`config.mk`:
```
export PLATFORM = sky130hd
export DESIGN_NAME = reg_bus_arbiter
export DESIGN_NICKNAME = d
export VERILOG_FILES = /design/src/rtl/reg_bus_arbiter.sv
export SDC_FILE = /design/constraint.sdc
export NUM_CORES = 1
export LEC_CHECK = 0
export ABC_AREA = 1
export ABC_CLOCK_PERIOD_IN_PS = 1400
export BUFFER_PORTS_ARGS = -buffer_cell sky130_fd_sc_hd__clkbuf_2
export CORE_ASPECT_RATIO = 0.6
export CORE_MARGIN = 4
export CORE_UTILIZATION = 50
export DETAILED_ROUTE_END_ITERATION = 7
export PLACE_DENSITY_LB_ADDON = 0.08
export SYNTH_ARGS = -nofsm -noshare
export SYNTH_HDL_FRONTEND = slang
export SYNTH_SLANG_ARGS = --single-unit
```
`constraint.sdc`:
```
create_clock -name clk -period 1.4 [get_ports clk]
set_input_delay 0.21 -clock clk [delete_from_list [all_inputs] [get_ports clk]]
set_output_delay 0.21 -clock clk [all_outputs]
set_load 0.01 [all_outputs]
```
`src/rtl/reg_bus_arbiter.sv`:
```
// reg_bus_arbiter
// Shares the single register-file port between two masters: master 0 (I2C
// slave) and master 1 (SPI slave). Each master fires one-cycle rd/wr strobes
// with no back-pressure. Every strobe lands in a one-deep pending slot for
// that master, and at most one slot is issued to the register file per
// cycle. Read data comes back one cycle after s_rd. It is steered to the
// master that issued the read and flagged with a one-cycle rvalid pulse.
//
// Ports:
//   clk, rst_n            system clock, asynchronous active-low reset
//   m0_*/m1_*             master side: addr, wdata, wr/rd strobes in;
//                         rdata (held) and rvalid (pulse) out
//   s_addr, s_wdata       register file address / write data (held when idle)
//   s_wr, s_rd            register file strobes, combinational from the granted slot
//   s_rdata               register file read data, valid the cycle after s_rd
//   err_clr               clears the sticky error flags
//   ovf[n]                sticky: a strobe from master n was dropped
//   conflict[n]           sticky: master n raised rd and wr in the same cycle
module reg_bus_arbiter #(
  parameter int ADDR_W     = 8,
  parameter int DATA_W     = 8,
  parameter int FIXED_PRIO = 0
) (
  input  logic              clk,
  input  logic              rst_n,
  input  logic [ADDR_W-1:0] m0_addr,
  input  logic [ADDR_W-1:0] m1_addr,
  input  logic [DATA_W-1:0] m0_wdata,
  input  logic [DATA_W-1:0] m1_wdata,
  input  logic              m0_wr,
  input  logic              m1_wr,
  input  logic              m0_rd,
  input  logic              m1_rd,
  output logic [DATA_W-1:0] m0_rdata,
  output logic [DATA_W-1:0] m1_rdata,
  output logic              m0_rvalid,
  output logic              m1_rvalid,
  output logic [ADDR_W-1:0] s_addr,
  output logic [DATA_W-1:0] s_wdata,
  output logic              s_wr,
  output logic              s_rd,
  input  logic [DATA_W-1:0] s_rdata,
  input  logic              err_clr,
  output logic [1:0]        ovf,
  output logic [1:0]        conflict
);

  logic [1:0]        wr_in;
  logic [1:0]        rd_in;
  logic [1:0]        strobe;
  logic [ADDR_W-1:0] addr_in  [2];
  logic [DATA_W-1:0] wdata_in [2];

  logic [1:0]        slot_valid;
  logic [1:0]        slot_is_wr;
  logic [ADDR_W-1:0] slot_addr  [2];
  logic [DATA_W-1:0] slot_wdata [2];

  logic              last_grant;
  logic              grant_any;
  logic              grant_idx;
  logic [1:0]        issued;

  logic [ADDR_W-1:0] hold_addr;
  logic [DATA_W-1:0] hold_wdata;

  logic              tag_valid;
  logic              tag_master;

  logic [1:0]        ovf_set;
  logic [1:0]        conflict_set;

  // Both masters are handled by index so the slot logic is written once.
  assign wr_in       = {m1_wr, m0_wr};
  assign rd_in       = {m1_rd, m0_rd};
  assign strobe      = wr_in | rd_in;
  assign addr_in[0]  = m0_addr;
  assign addr_in[1]  = m1_addr;
  assign wdata_in[0] = m0_wdata;
  assign wdata_in[1] = m1_wdata;

  // Grant selection. On a tie in round-robin mode, the master that was not
  // granted last wins. last_grant resets to 1, so master 0 takes the first tie.
  always_comb begin
    grant_any = |slot_valid;
    grant_idx = 1'b0;
    if (slot_valid == 2'b10) begin
      grant_idx = 1'b1;
    end else if (slot_valid == 2'b11 && FIXED_PRIO == 0) begin
      grant_idx = ~last_grant;
    end
    issued[0] = grant_any & ~grant_idx;
    issued[1] = grant_any &  grant_idx;
  end

  // The register file port is driven straight from the granted slot. When
  // idle, address and data hold the last issued values.
  always_comb begin
    s_wr    = 1'b0;
    s_rd    = 1'b0;
    s_addr  = hold_addr;
    s_wdata = hold_wdata;
    if (grant_any) begin
      s_wr    =  slot_is_wr[grant_idx];
      s_rd    = ~slot_is_wr[grant_idx];
      s_addr  =  slot_addr[grant_idx];
      s_wdata =  slot_wdata[grant_idx];
    end
  end

  // A slot accepts a strobe when it is empty or is being issued this cycle.
  // Otherwise the strobe is dropped and the old content is kept. When wr and
  // rd arrive together, the write is kept.
  always_ff @(posedge clk or negedge rst_n) begin
    if (!rst_n) begin
      slot_valid <= '0;
      slot_is_wr <= '0;
      for (int n = 0; n < 2; n++) begin
        slot_addr[n]  <= '0;
        slot_wdata[n] <= '0;
      end
    end else begin
      for (int n = 0; n < 2; n++) begin
        if (strobe[n] && (!slot_valid[n] || issued[n])) begin
          slot_valid[n] <= 1'b1;
          slot_is_wr[n] <= wr_in[n];
          slot_addr[n]  <= addr_in[n];
          if (wr_in[n]) begin
            slot_wdata[n] <= wdata_in[n];
          end
        end else if (issued[n]) begin
          slot_valid[n] <= 1'b0;
        end
      end
    end
  end

  // Grant history and the held bus values for idle cycles.
  always_ff @(posedge clk or negedge rst_n) begin
    if (!rst_n) begin
      last_grant <= 1'b1;
      hold_addr  <= '0;
      hold_wdata <= '0;
    end else if (grant_any) begin
      last_grant <= grant_idx;
      hold_addr  <= s_addr;
      hold_wdata <= s_wdata;
    end
  end

  // Read return pipeline. The tag records which master owns the read in
  // flight. On the following edge, s_rdata is captured for that master and
  // rvalid pulses. One tag is enough because s_rdata always comes back the
  // very next cycle.
  always_ff @(posedge clk or negedge rst_n) begin
    if (!rst_n) begin
      tag_valid  <= 1'b0;
      tag_master <= 1'b0;
      m0_rdata   <= '0;
      m1_rdata   <= '0;
      m0_rvalid  <= 1'b0;
      m1_rvalid  <= 1'b0;
    end else begin
      tag_valid <= s_rd;
      if (s_rd) begin
        tag_master <= grant_idx;
      end
      m0_rvalid <= tag_valid & ~tag_master;
      m1_rvalid <= tag_valid &  tag_master;
      if (tag_valid && !tag_master) begin
        m0_rdata <= s_rdata;
      end
      if (tag_valid && tag_master) begin
        m1_rdata <= s_rdata;
      end
    end
  end

  // Sticky error flags. A new error in the same cycle as err_clr still sets
  // the flag.
  assign ovf_set      = strobe & slot_valid & ~issued;
  assign conflict_set = wr_in & rd_in;

  always_ff @(posedge clk or negedge rst_n) begin
    if (!rst_n) begin
      ovf      <= '0;
      conflict <= '0;
    end else begin
      ovf      <= (err_clr ? 2'b00 : ovf)      | ovf_set;
      conflict <= (err_clr ? 2'b00 : conflict) | conflict_set;
    end
  end

endmodule

```
==> results of run 1 <==
Yosys cell counts (all sizes together):
| library cell | count | share of area |
|---|---|---|
| clkbuf | 3 | 0.0035 |
| dfrtp | 76 | 0.60 |
| nor2 | 2 | 0.0047 |
| dfstp | 1 | 0.0083 |
| or2 | 2 | 0.0039 |
| nand3 | 84 | 0.13 |
| a21oi | 1 | 0.0016 |
| nand2 | 131 | 0.16 |
| o22ai | 3 | 0.0059 |
| inv | 23 | 0.027 |
| buf | 11 | 0.026 |
| o21ai | 18 | 0.028 |
worst max-delay path: cells and delay by family (launching register included):
family / cells / cell delay, ns
DFF: 1 / 0.54
and+or+nand+nor: 4 / 0.40
buffers and inverters: 2 / 0.25
logic make-up (layout without fill, tap and decap cells):
group           Yosys count  in the layout  synth area share
buf+inv                  37            141            0.0566
simple gates            219            221             0.302
compound gates           22             22            0.0358
flops                    77             77             0.606
power groups by stage:
stage	logic, W	registers (W)	clock network, W
2_1_floorplan	0.00251	0.00388	0
3_3_place_gp	0.00392	0.00386	0
3_5_place_dp	0.00401	0.00389	0
4_1_cts	0.00431	0.00387	0.00212
5_1_grt	0.00549	0.00405	0.00220
6_report	0.00496	0.00393	0.00208
metal layers:
metal  up-vias  routed length, um  part of all wire  GRT usage
li1       1363                  -                 -          -
met1      1289               3790              0.49      0.281
met2        53               3570              0.46      0.291
met3         9                320             0.041     0.0558
met4         0                 49            0.0063     0.0324
met5         -                  0                 0          0
through the flow:
step,area (um2),setup TNS (ns),hold slack [ns]
after CTS,4120,-5.80,0.0796
final,4340,-5.71,0.0906
after floorplan,3180,0,-0.0856
after global placement,3750,-0.0118,0.108
after global routing,4340,-7.07,0.0837
after detailed placement,3750,-0.211,0.106
final timing paths:
check,start,to,slack (ns),cells past startpoint
max in group asynchronous,rst_n,last_grant,0.56,3
worst min register to register,slot_addr[5],slot_addr[5],0.48,2
worst min-delay path,m0_wdata[1],slot_wdata[9],0.09,3
worst max-delay path,last_grant,s_addr[7],-0.33,6
worst max register to register,last_grant,slot_addr[3],0.07,7
min in group asynchronous,rst_n,m0_rvalid,0.29,2
timing repair:
| action | in CTS | in global routing |
|---|---|---|
| resized for setup | 21 | 55 |
| gates cloned | 0 | 2 |
| hold buffers | 1 | 0 |
| setup endpoints to repair | 28 | 36 |
| pin swaps | 0 | 9 |
| hold endpoints to repair | 16 | 0 |
| setup buffers | 2 | 1 |
final cells by class:
type,count,area share
clock inverters,3,0.0208
multi-input cells,243,0.301
inverters,23,0.0210
repair buffers,102,0.150
clock buffers,13,0.0389
flip-flops and latches,77,0.445
well taps,84,0.0242
registers in the layout, indices dropped and copies added, names as in the netlist, 2 cells and up:
name / count
m1_rdata: 8
hold_wdata: 8
slot_valid: 2
hold_addr: 8
slot_addr: 16
ovf: 2
slot_is_wr: 2
m0_rdata: 8
conflict: 2
slot_wdata: 16
==> reports/qor.csv, run 1 <==
stage;metric;value;unit
die;fp.dieH;69.8;um
power;pwr-share-seq;0.358;
final_layout;fin_nets;503;
clocking;htreeDepth;3;
power;powerDensity;2530;nW/um2
critical_path;slowest_delay;0.54;ns
critical_path;cp.required;1.19;ns
die;design.core.area;6140;um2
logic_synthesis;synthDistinctLibCells;20;
critical_path;crit_top_cell;nand3_2;
clocking;clock_latency;0.34;ns
timing;max_slew_margin;0.626;
placement;place_inst;525;
logic_synthesis;ys_seq_area_frac;0.606;
final_layout;antenna_cells;0;
final_layout;area_growth;36.3;%
power;power;0.0110;W
logic_synthesis;ys_warn_count;0;
final_layout;utilization;0.707;
global_route;grt.total_usage;0.192;
global_route;grt_pass1_vias;2567;
placement;globalplace.congestion;0.792;
global_route;antenna_found_initial;0;
run_status;violations;negative setup slack;
die;io_pins;87;
timing;skew;0.00605;ns
logic_synthesis;syn-num-nets;402;
final_layout;nFillCells;498;
timing;finalCritPeriodShare;1.24;
die;floorplan.initialDensity;0.519;
global_route;grt_pass1_wl;12100;um
power;p_leak;2.40;nW
final_layout;instances_no_fill;545;
logic_synthesis;syn_inst;355;
critical_path;worst_path_max_delay_cell;dfstp_2;
clocking;clkSlewWorstSetupHoldPaths;0.07;ns
timing;fmax;577;MHz
power;clockPowerShare;0.190;
critical_path;crit_type;reg -> out;
detailed_routing;drtIter0Drc;134;
detailed_routing;detail_route.wirelength;7730;um
timing;tightestPinTransition;0.561;ns
placement;dp_slack;-0.0405;ns
logic_synthesis;mappedNetlistArea;3180;um2
global_route;grt_max_degree;36;
die;die-area;7750;um2
detailed_routing;vias;2714;
clocking;clk_path_buf_depth;2;
logic_synthesis;ys_ff_latch;77;
detailed_routing;drc;0;
timing;fin_crit;1.73;ns
critical_path;worstPathCellList;nand2_2, nand2_4, buf_8, nand3_2, nand3_2, buf_6;
detailed_routing;viasPerCell;4.98;
die;chipWidth;111;um
power;switchingPower;0.00424;W
detailed_routing;antenna_left;0;
clocking;cts-root-buf;clkbuf_8;
critical_path;start_kind;flip-flop;
clocking;cts_buffers;9;
power;comb_power_share;0.452;
final_layout;ff_latch_area;1930;um2
placement;dp_hpwl;5490;um
final_layout;layout_common_cells;nand2_1, dfrtp_1, clkbuf_2;
power;sw_frac_of_total;0.387;
detailed_routing;wl_per_cell;14.2;um
power;ir_drop;0.00124;V
run_status;outcome;finished, violations left;
global_route;overflow;0;
timing;rsz0062_at_grt;yes;
worst_hold_path;hold_path_class;in -> reg;
power;p_int;0.00672;W
critical_path;end_kind;output pin;
placement;io_buffers;86;
logic_synthesis;avgSynthCellArea;8.97;um2
timing;drv_slew;0;
die;fp-row-count;22;
final_layout;layout_commonest_cell;nand2_1;
critical_path;crit_arrival;1.52;ns
timing;report.final.setup_viol;18;
job;drv_cap;0;
clocking;cts_sinks;77;
timing;worst_slack;-0.335;ns
detailed_routing;drt_pass1_iterations;4;
timing;finalHoldViolCount;0;
critical_path;crit_fanout;8;
clocking;cts_tree;done;
final_layout;layout-drive-gt1-share;0.367;
final_layout;multi_input_area;1310;um2
Note: power is estimated with default switching activity, not from simulation.
==> run 2, diff against run 1 <==
--- a/config.mk
+++ b/config.mk
@@ -12,7 +12,8 @@
 export CORE_MARGIN = 4
 export CORE_UTILIZATION = 50
 export DETAILED_ROUTE_END_ITERATION = 7
-export PLACE_DENSITY_LB_ADDON = 0.08
+export GPL_ROUTABILITY_DRIVEN = 0
+export PLACE_DENSITY = 0.77
 export SYNTH_ARGS = -nofsm -noshare
 export SYNTH_HDL_FRONTEND = slang
 export SYNTH_SLANG_ARGS = --single-unit
==> run 2 against run 1 <==
The run still ends with negative setup slack left. Highest routed layer unchanged. Sequential cell count did not move. Routed wire length increased by 15%. Clock-buffer cell count is 2 lower. Fmax fell by 3.7%. Sequential power up 2%. Via count up 8.1%. Largest power group unchanged. Core utilization up 5.8 points. Non-clock buffer count rose by 11. Hold slack got worse by 0.011 ns. Clock power fell by 10%. Setup slack lost 0.066 ns.
==> reports/qor.csv, run 2 (same netlist as run 1, synthesis figures left out) <==
stage;metric;value;unit;change
run_status;outcome;finished, violations left;;
run_status;violations;negative setup slack;;
worst_hold_path;hold_path_class;in -> reg;;
critical_path;crit_top_cell;buf_6;;
clocking;cts-root-buf;clkbuf_8;;
timing;report.final.setup_viol;18;;unchanged
critical_path;worst_path_max_delay_cell;dfrtp_1;;
critical_path;slowest_delay;0.40;ns;-0.14 ns
placement;dp_hpwl;5550;um;+1.1%
job;drv_cap;0;;unchanged
die;chipWidth;111;um;unchanged
detailed_routing;viasPerCell;5.28;;+6.0%
final_layout;top_regs;slot_addr x16, slot_wdata x16;;
critical_path;r2r_slack;0;ns;-0.07 ns
timing;worst_slack;-0.401;ns;-0.0661 ns
timing;tightestPinTransition;0.538;ns;-0.0236 ns
worst_hold_path;whs_path_depth;3;;unchanged
detailed_routing;vias;2934;;+8.1%
clocking;clk_path_buf_depth;2;;unchanged
timing;skew;0.00504;ns;-0.00100 ns
timing;finalCritPeriodShare;1.29;;+0.0472
detailed_routing;drt_pass1_iterations;4;;unchanged
final_layout;layout_commonest_cell;nand2_1;;
die;design.core.area;6140;um2;unchanged
die;fp.dieH;69.8;um;unchanged
critical_path;end_kind;output pin;;
die;io_pins;87;;unchanged
power;p_leak;2.51;nW;+4.4%
critical_path;crit_fanout;9;;+1
power;powerDensity;2570;nW/um2;+1.9%
detailed_routing;detail_route.wirelength;8900;um;+15%
clocking;clock_latency;0.34;ns;about the same
final_layout;antenna_cells;0;;unchanged
global_route;grt_pass1_vias;2729;;+6.3%
timing;setup-tns-final;-6.17;ns;-0.462 ns
clocking;cts_tree;done;;
die;fp-row-count;22;;unchanged
global_route;grt_max_degree;26;;-28%
timing;drv_slew;0;;unchanged
detailed_routing;drc;0;;unchanged
die;die-area;7750;um2;unchanged
global_route;grt.total_usage;0.202;;+0.00994
global_route;antenna_found_initial;0;;unchanged
detailed_routing;drtIter0Drc;228;;+70%
critical_path;crit_arrival;1.59;ns;+0.07 ns
timing;finalHoldViolCount;0;;unchanged
placement;dp_slack;-0.0270;ns;+0.0135 ns
critical_path;crit_type;reg -> out;;
final_layout;layout-drive-gt1-share;0.417;;+0.0508
final_layout;layout_common_cells;nand2_1, dfrtp_1, clkbuf_2;;
clocking;cts_sinks;77;;unchanged
clocking;cts_buffers;9;;unchanged
timing;rsz0062_at_grt;yes;;
global_route;grt_pass1_wl;12600;um;+4.2%
die;floorplan.initialDensity;0.519;;unchanged
placement;io_buffers;86;;unchanged
timing;max_slew_margin;0.642;;+0.0157
critical_path;rr_worst_depth;7;;unchanged
critical_path;cp.required;1.19;ns;about the same
critical_path;start_kind;flip-flop;;
final_layout;area_growth;47.4;%;
timing;fmax;555;MHz;-3.7%
critical_path;startpoint;slot_valid[0];;
critical_path;crit_path_end;s_wdata[7];;
critical_path;reg2reg_to;slot_addr[1];;
clocking;htreeDepth;3;;unchanged
detailed_routing;antenna_left;0;;unchanged
critical_path;worstPathCellList;buf_6, nor2_4, buf_12, buf_8, nand2_1, nand3_2, buf_6;;
detailed_routing;wl_per_cell;16.0;um;+13%
clocking;clkSlewWorstSetupHoldPaths;0.08;ns;about the same
critical_path;r2r_start;last_grant;;
timing;fin_crit;1.80;ns;+0.0661 ns
final_layout;fin_nets;514;;+2.2%
power;ir_drop;0.00140;V;+13%
global_route;overflow;0;;unchanged
[run 2: repair_timing]
action	CTS	global route
gates cloned	1	3
gates resized for setup	19	114
hold buffers	1	0
pin swaps	2	24
setup buffers	0	11
endpoints found under the setup margin	28	36
hold endpoints to repair	21	0
[run 2: per-layer routing]
layer  routed length [um]  global-route usage  vias to the layer above
li1                     -                   -                     1387
met1                 3850               0.282                     1420
met2                 4250               0.306                      113
met3                  652              0.0610                       14
met4                  155              0.0607                        0
met5                    0                   0                        -
[run 2: how the worst min path moves through the flow]
stage | to | slack (ns) | startpoint
4_1_cts | slot_valid[0] | 0.08 | m0_rd
6_report | slot_addr[6] | 0.08 | m1_addr[6]
3_3_place_gp | m1_rdata[4] | 0.14 | rst_n
5_1_grt | slot_addr[6] | 0.06 | m1_addr[6]
2_1_floorplan | conflict[0] | -0.09 | rst_n
3_5_place_dp | m1_rdata[4] | 0.14 | rst_n
[run 2: worst max-delay path, delay by kind of cell, from the launching register on]
family        cells  cell delay, ns
simple gates      3            0.33
buf+inv           4            0.52
flops             1            0.40
[run 2: where the power goes]
| part | total (W) | switching, W | internal (W) |
|---|---|---|---|
| clock | 0.00187 | 0.000815 | 0.00106 |
| sequential | 0.00401 | 0.000700 | 0.00331 |
| combinational | 0.00619 | 0.00339 | 0.00280 |
[run 2: layout make-up]
type | count | area [um2]
clock inverters | 5 | 83.8
repair buffers | 113 | 847
flip-flops and latches | 77 | 1930
fillers | 419 | 1450
inverters | 23 | 104
well taps | 84 | 105
clock buffers | 11 | 141
multi-input cells | 242 | 1470
repair inverters | 1 | 8.76
[run 2: through the flow]
step,total power [W],area [um2],utilization,hold slack [ns],cells
6_report,0.0121,4690,0.765,0.0799,556
2_1_floorplan,0.00639,3180,-,-0.0856,355
5_1_grt,0.0128,4690,0.765,0.0632,556
3_5_place_dp,0.00788,3750,0.611,0.138,524
4_1_cts,0.00999,4070,0.663,0.0750,542
3_3_place_gp,0.00772,3750,0.611,0.143,524
